<file path="src/rtl/bwt_pkg.sv">
// Shared definitions for the BWT match scheduler.
// Contents:
//   - default width constants for reference/SA addresses, target-SRAM base and read ID
//   - sched_state_e : scheduler FSM state encoding
//   - req_t         : request record {id, base} at the default widths
package bwt_pkg;

  localparam int REF_LENGTH  = 10;
  localparam int TAGT_LENGTH = 5;
  localparam int ID_W        = 4;

  typedef enum logic [1:0] {
    ST_IDLE   = 2'd0,
    ST_LAUNCH = 2'd1,
    ST_WAIT   = 2'd2,
    ST_EMIT   = 2'd3
  } sched_state_e;

  typedef struct packed {
    logic [ID_W-1:0]        id;
    logic [TAGT_LENGTH-1:0] base;
  } req_t;

endpackage

</file>
<file path="src/rtl/bwt_req_fifo.sv">
// Synchronous request FIFO holding {read id, target base} records.
// Ports:
//   clk, rst        : clock, asynchronous active-low reset
//   push, wdata     : write request (ignored while full)
//   pop, rdata      : read request (ignored while empty); rdata shows the head entry
//   full, empty     : occupancy flags
//   count           : number of stored entries (0..DEPTH)
module bwt_req_fifo #(
  parameter int WIDTH = 9,
  parameter int DEPTH = 4
) (
  input  logic                     clk,
  input  logic                     rst,
  input  logic                     push,
  input  logic [WIDTH-1:0]         wdata,
  input  logic                     pop,
  output logic [WIDTH-1:0]         rdata,
  output logic                     full,
  output logic                     empty,
  output logic [$clog2(DEPTH):0]   count
);

  localparam int AW = $clog2(DEPTH);

  logic [AW-1:0]    wr_ptr_q, wr_ptr_d;
  logic [AW-1:0]    rd_ptr_q, rd_ptr_d;
  logic [AW:0]      count_q, count_d;
  logic [WIDTH-1:0] mem_q [DEPTH];
  logic             do_push, do_pop;

  // The count register, not the pointers, tells full from empty.
  assign full    = (count_q == (AW+1)'(DEPTH));
  assign empty   = (count_q == '0);
  assign count   = count_q;
  assign rdata   = mem_q[rd_ptr_q];
  assign do_push = push && !full;
  assign do_pop  = pop && !empty;

  always_comb begin
    wr_ptr_d = wr_ptr_q;
    rd_ptr_d = rd_ptr_q;
    count_d  = count_q;
    // Pointers wrap naturally because DEPTH is a power of two.
    if (do_push) wr_ptr_d = wr_ptr_q + AW'(1);
    if (do_pop)  rd_ptr_d = rd_ptr_q + AW'(1);
    if (do_push && !do_pop)      count_d = count_q + (AW+1)'(1);
    else if (!do_push && do_pop) count_d = count_q - (AW+1)'(1);
  end

  always_ff @(posedge clk or negedge rst) begin
    if (!rst) begin
      wr_ptr_q <= '0;
      rd_ptr_q <= '0;
      count_q  <= '0;
    end else begin
      wr_ptr_q <= wr_ptr_d;
      rd_ptr_q <= rd_ptr_d;
      count_q  <= count_d;
    end
  end

  // Storage carries no reset; entries are only read once written.
  always_ff @(posedge clk) begin
    if (do_push) mem_q[wr_ptr_q] <= wdata;
  end

endmodule

</file>
<file path="src/rtl/bwt_match_sched.sv">
// Request scheduler/sequencer for the single BWT match engine.
// Jobs {read id, target base} are queued in a small FIFO, launched one at a
// time, supervised by a watchdog, and the resulting SA interval is returned
// tagged with the read id over a valid/ready port.
// Ports:
//   clk, rst                         : clock, asynchronous active-low reset
//   req_valid/req_ready/req_id/req_base : job input (req_ready = FIFO not full)
//   eng_start, eng_base, eng_abort   : engine control (registered)
//   eng_done, eng_hit, eng_loc1/2    : engine status (sampled only in WAIT)
//   res_valid/res_ready, res_*       : result output (registered, held until accepted)
//   busy                             : FSM active or jobs queued
module bwt_match_sched #(
  parameter int REF_LENGTH  = bwt_pkg::REF_LENGTH,
  parameter int TAGT_LENGTH = bwt_pkg::TAGT_LENGTH,
  parameter int ID_W        = bwt_pkg::ID_W,
  parameter int QDEPTH      = 4,
  parameter int TIMEOUT     = 512
) (
  input  logic                   clk,
  input  logic                   rst,
  input  logic                   req_valid,
  output logic                   req_ready,
  input  logic [ID_W-1:0]        req_id,
  input  logic [TAGT_LENGTH-1:0] req_base,
  output logic                   eng_start,
  output logic [TAGT_LENGTH-1:0] eng_base,
  output logic                   eng_abort,
  input  logic                   eng_done,
  input  logic                   eng_hit,
  input  logic [REF_LENGTH-1:0]  eng_loc1,
  input  logic [REF_LENGTH-1:0]  eng_loc2,
  output logic                   res_valid,
  input  logic                   res_ready,
  output logic [ID_W-1:0]        res_id,
  output logic [REF_LENGTH-1:0]  res_loc1,
  output logic [REF_LENGTH-1:0]  res_loc2,
  output logic                   res_hit,
  output logic                   res_timeout,
  output logic                   busy
);

  import bwt_pkg::*;

  localparam int FW = ID_W + TAGT_LENGTH;
  localparam int TW = $clog2(TIMEOUT);
  localparam int CW = $clog2(QDEPTH) + 1;

  sched_state_e            state_q, state_d;
  logic [ID_W-1:0]         job_id_q, job_id_d;
  logic [TAGT_LENGTH-1:0]  job_base_q, job_base_d;
  logic [TW-1:0]           timer_q, timer_d;
  logic                    eng_start_q, eng_start_d;
  logic                    eng_abort_q, eng_abort_d;
  logic                    res_valid_q, res_valid_d;
  logic [ID_W-1:0]         res_id_q, res_id_d;
  logic [REF_LENGTH-1:0]   res_loc1_q, res_loc1_d;
  logic [REF_LENGTH-1:0]   res_loc2_q, res_loc2_d;
  logic                    res_hit_q, res_hit_d;
  logic                    res_timeout_q, res_timeout_d;

  logic                    fifo_push, fifo_pop;
  logic                    fifo_full, fifo_empty;
  logic [FW-1:0]           fifo_rdata;
  logic [CW-1:0]           fifo_count;
  logic [ID_W-1:0]         head_id;
  logic [TAGT_LENGTH-1:0]  head_base;

  // Full means not ready, even if IDLE pops in the same cycle.
  assign req_ready = !fifo_full;
  assign fifo_push = req_valid && !fifo_full;
  assign {head_id, head_base} = fifo_rdata;

  bwt_req_fifo #(
    .WIDTH (FW),
    .DEPTH (QDEPTH)
  ) u_fifo (
    .clk   (clk),
    .rst   (rst),
    .push  (fifo_push),
    .wdata ({req_id, req_base}),
    .pop   (fifo_pop),
    .rdata (fifo_rdata),
    .full  (fifo_full),
    .empty (fifo_empty),
    .count (fifo_count)
  );

  always_comb begin
    state_d       = state_q;
    job_id_d      = job_id_q;
    job_base_d    = job_base_q;
    timer_d       = timer_q;
    eng_start_d   = 1'b0;
    eng_abort_d   = 1'b0;
    res_valid_d   = res_valid_q;
    res_id_d      = res_id_q;
    res_loc1_d    = res_loc1_q;
    res_loc2_d    = res_loc2_q;
    res_hit_d     = res_hit_q;
    res_timeout_d = res_timeout_q;
    fifo_pop      = 1'b0;

    unique case (state_q)
      ST_IDLE: begin
        if (!fifo_empty) begin
          fifo_pop    = 1'b1;
          job_id_d    = head_id;
          job_base_d  = head_base;
          // Registered so the pulse lines up with the LAUNCH cycle.
          eng_start_d = 1'b1;
          state_d     = ST_LAUNCH;
        end
      end
      ST_LAUNCH: begin
        timer_d = '0;
        state_d = ST_WAIT;
      end
      ST_WAIT: begin
        timer_d = timer_q + TW'(1);
        // Completion takes priority over a watchdog expiry in the same cycle.
        if (eng_done) begin
          res_valid_d   = 1'b1;
          res_id_d      = job_id_q;
          res_hit_d     = eng_hit;
          res_loc1_d    = eng_hit ? eng_loc1 : '0;
          res_loc2_d    = eng_hit ? eng_loc2 : '0;
          res_timeout_d = 1'b0;
          state_d       = ST_EMIT;
        end else if (timer_q == TW'(TIMEOUT - 1)) begin
          eng_abort_d   = 1'b1;
          res_valid_d   = 1'b1;
          res_id_d      = job_id_q;
          res_hit_d     = 1'b0;
          res_loc1_d    = '0;
          res_loc2_d    = '0;
          res_timeout_d = 1'b1;
          state_d       = ST_EMIT;
        end
      end
      ST_EMIT: begin
        if (res_ready) begin
          res_valid_d = 1'b0;
          state_d     = ST_IDLE;
        end
      end
      default: state_d = ST_IDLE;
    endcase
  end

  always_ff @(posedge clk or negedge rst) begin
    if (!rst) begin
      state_q       <= ST_IDLE;
      job_id_q      <= '0;
      job_base_q    <= '0;
      timer_q       <= '0;
      eng_start_q   <= 1'b0;
      eng_abort_q   <= 1'b0;
      res_valid_q   <= 1'b0;
      res_id_q      <= '0;
      res_loc1_q    <= '0;
      res_loc2_q    <= '0;
      res_hit_q     <= 1'b0;
      res_timeout_q <= 1'b0;
    end else begin
      state_q       <= state_d;
      job_id_q      <= job_id_d;
      job_base_q    <= job_base_d;
      timer_q       <= timer_d;
      eng_start_q   <= eng_start_d;
      eng_abort_q   <= eng_abort_d;
      res_valid_q   <= res_valid_d;
      res_id_q      <= res_id_d;
      res_loc1_q    <= res_loc1_d;
      res_loc2_q    <= res_loc2_d;
      res_hit_q     <= res_hit_d;
      res_timeout_q <= res_timeout_d;
    end
  end

  // job_base_q only changes on a pop, so it is stable from LAUNCH through WAIT.
  assign eng_base    = job_base_q;
  assign eng_start   = eng_start_q;
  assign eng_abort   = eng_abort_q;
  assign res_valid   = res_valid_q;
  assign res_id      = res_id_q;
  assign res_loc1    = res_loc1_q;
  assign res_loc2    = res_loc2_q;
  assign res_hit     = res_hit_q;
  assign res_timeout = res_timeout_q;
  assign busy        = (state_q != ST_IDLE) || (fifo_count != '0);

endmodule

</file>
<file path="config.mk">
export PLATFORM = sky130hd
export DESIGN_NAME = bwt_match_sched
export DESIGN_NICKNAME = d
export VERILOG_FILES = /design/src/rtl/bwt_pkg.sv /design/src/rtl/bwt_req_fifo.sv /design/src/rtl/bwt_match_sched.sv
export SDC_FILE = /design/constraint.sdc
export NUM_CORES = 1
export LEC_CHECK = 0
export CORE_MARGIN = 3
export CORE_UTILIZATION = 36
export DETAILED_ROUTE_END_ITERATION = 12
export DONT_BUFFER_PORTS = 1
export PLACE_DENSITY = 0.57
export REMOVE_ABC_BUFFERS = 1
export SYNTH_ARGS = -nofsm -noshare
export SYNTH_HDL_FRONTEND = slang
export SYNTH_SLANG_ARGS = --single-unit
</file>
<file path="constraint.sdc">
create_clock -name clk -period 5.4 [get_ports clk]
set_clock_uncertainty 0.15 [all_clocks]
set_input_delay 0.54 -clock clk [delete_from_list [all_inputs] [get_ports clk]]
set_output_delay 0.54 -clock clk [all_outputs]
set_load 0.1 [all_outputs]
</file>
==> summary.json <==
{
  "status": "finished clean",
  "final_util": 0.408,
  "resized_after_cts": 0,
  "post-place-ws_ns": 2.69,
  "gr-usage-all-layers": 0.115,
  "timing.critical_path.cells": "o31ai_2, ha_1, inv_1, fa_1, xor2_1, nor2_1, xor2_1",
  "post_drt_via_cell_ratio": 4.95,
  "edff_count_synth": 36,
  "cts.sinks": 92,
  "synth-main-ff-cell": "sky130_fd_sc_hd__dfrtp_1",
  "detail_route.wl_per_cell_um": 16.5,
  "design.portCount": 71,
  "finalHoldViolCount": 0,
  "clockBufferDepth": 2,
  "syn-mean-instance-area_sq_um": 15.2,
  "die-width_um": 108,
  "antenna_viol_nets_final": 0,
  "synthesis.area_sq_um": 3750,
  "gpl.final_weighted_congestion": 0.714,
  "data_required_time_at_the_worst_endpoint_ns": 5.54,
  "remaining_drc_errors": 0,
  "synthesis.yosys.warnings": 0,
  "synth_largest_type_area_fraction": 0.374,
  "insertedDiodeCount": 0,
  "tritoncts": "built",
  "cp_slowest_stage_delay_ns": 0.82,
  "grt_setup_unrepaired": "no",
  "post_route_cells_drive_above_1_share": 0.148,
  "grt_max_degree": 57,
  "final.setup.tns_ns": 0,
  "worst_skew_pair.late_latency_ns": 0.36,
  "setup_viol": 0,
  "grt-ovfl-total": 0,
  "worstMarginPinSlew_ns": 0.955,
  "cap_violations": 0,
  "postLayoutCellArea_sq_um": 4060,
  "max_slew_margin": 0.363,
  "detailroute.via_count": 1924,
  "async_reset_ff_frac": 0.609,
  "worstSetupEndpointType": "flip-flop",
  "number_of_h_tree_branching_levels": 3,
  "path_common_cell": "sky130_fd_sc_hd__xor2_1",
  "core_area_sq_um": 9950,
  "signal_arrival_time_at_the_worst_endpoint_ns": 2.83,
  "critPathKind": "reg -> reg",
  "via_count_of_the_first_global_routing_pass": 1989,
  "layout-area-overhead-vs-synth_pct": 8.35,
  "synth.yosys.seq_area_share": 0.662,
  "starting_density_of_the_core": 0.376,
  "clk_pin_slew_worst_paths_ns": 0.09,
  "initialDrtViolationCount": 88,
  "clock-root-buffer": "sky130_fd_sc_hd__clkbuf_8",
  "post-synth-top-area-cell": "sky130_fd_sc_hd__dfrtp_1",
  "ys_ff_latch": 92,
  "die_y_um": 108,
  "fillers": 911,
  "drt_pass1_iterations": 6,
  "layout_setup_ws_ns": 2.71,
  "rows": 36,
  "post_cts.repair.setup_buffers": 0,
  "critical_path_peak_fanout": 12,
  "drv_slew": 0,
  "antenna_found_initial": 0,
  "design.die.area_sq_um": 11700,
  "grt_first_pass_wirelength_um": 10200,
  "post_cts_hold_buffer_count": 2,
  "worst_path_max_delay_cell": "sky130_fd_sc_hd__o31ai_2",
  "period_needed_ns": 2.69,
  "startpoint_type": "flip-flop",
  "max_freq_mhz": 371,
  "synth.area.top_cells": "sky130_fd_sc_hd__dfrtp_1 (37%), sky130_fd_sc_hd__edfxtp_1 (29%), sky130_fd_sc_hd__a22o_1 (4.9%)",
  "syn-instance-count": 247,
  "timing.final.crit_share": 0.499,
  "number_of_nets_in_the_layout": 298,
  "postRouteWirelength_um": 6430,
  "hp-class": "in -> reg",
  "yosys.cell_types.count": 45,
  "placed_area_sq_um": 3840,
  "hpwl_um": 4280,
  "clock_buffers_created_by_tritoncts": 9,
  "numPortBuffers": 0
}
[layout make-up]
cell class | count | area, sq um | share of cell area
sequential | 92 | 2480 | 0.611
multi-input combinational | 134 | 1150 | 0.283
tap | 133 | 166 | 0.0410
clock buffer | 9 | 124 | 0.0305
clock inverter | 7 | 55.1 | 0.0136
inverter | 12 | 45.0 | 0.0111
timing repair buffer | 2 | 37.5 | 0.00925
[state kept, by name (all words and copies together), names as in the netlist, 2 cells and up]
name,cells
eng_base,5
job_id_q,4
res_id,4
res_loc1,10
res_loc2,10
state_q,2
timer_q,9
u_fifo.count,3
u_fifo.mem_q,36
u_fifo.rd_ptr_q,2
u_fifo.wr_ptr_q,2
[kinds of logic after synthesis]
| logic type | synth area share |
|---|---|
| AOI/OAI and AO/OA | 0.0995 |
| xor gates and xnor gates | 0.0140 |
| adders and majority gates | 0.0421 |
| buffers and inverters | 0.0307 |
| DFF | 0.662 |
| muxes | 0.0811 |
| and+or+nand+nor | 0.0701 |
[cell usage after synthesis, drive strengths merged (3+ instances only)]
master,n
a22o,21
and2,4
buf,8
dfrtp,56
edfxtp,36
ha,11
inv,12
mux2,6
mux2i,3
mux4,9
nand2,32
nand3,3
nor2,4
o21ai,7
xnor2,4
[stage by stage]
step	cells	hold slack, ns
after floorplan	238	0.0944
after global placement	371	0.0968
after detailed placement	371	0.0963
after CTS	389	0.0900
after global routing	389	0.0811
final	389	0.107
[worst paths after layout]
| path | start | end | slack, ns | cells after the start |
|---|---|---|---|---|
| max | u_fifo.count[0] | u_fifo.count[2] | 2.71 | 7 |
| min in group asynchronous | rst | res_timeout | 0.55 | 2 |
| min reg2reg | job_id_q[1] | job_id_q[1] | 0.33 | 2 |
| max reg2reg | u_fifo.count[0] | u_fifo.count[2] | 2.71 | 7 |
| min | eng_done | eng_abort | 0.11 | 1 |
| max in group asynchronous | rst | u_fifo.count[2] | 4.31 | 2 |
[cell usage in the layout, fill, tap and decap left out, types with 5 or more instances in the layout]
master                      n
sky130_fd_sc_hd__dfrtp_1   56
sky130_fd_sc_hd__edfxtp_1  36
sky130_fd_sc_hd__nand2_1   32
sky130_fd_sc_hd__a22o_1    21
sky130_fd_sc_hd__inv_1     11
sky130_fd_sc_hd__ha_1      11
sky130_fd_sc_hd__clkbuf_8   9
sky130_fd_sc_hd__mux4_2     8
sky130_fd_sc_hd__o21ai_0    6
sky130_fd_sc_hd__mux2_2     5
[worst max-delay path: cells and delay by family (launching register included)]
family / cells / cell delay, ns
flip-flops: 1 / 0.48
adder cells (fa/ha/maj): 2 / 0.70
buffers and inverters: 1 / 0.06
AO/OA/AOI/OAI: 1 / 0.82
XOR/XNOR: 2 / 0.30
AND/OR/NAND/NOR: 1 / 0.12
[metal layers]
layer | routed length [um] | GRT usage | up-vias
li1 | - | - | 916
met1 | 2660 | 0.135 | 936
met2 | 3160 | 0.189 | 67
met3 | 538 | 0.0537 | 5
met4 | 58 | 0.0325 | 0
met5 | 0 | 0 | -
Power is left out: the tool's default activity adds up to more than one toggle a clock period on the data nets, which glitch-free logic cannot reach.
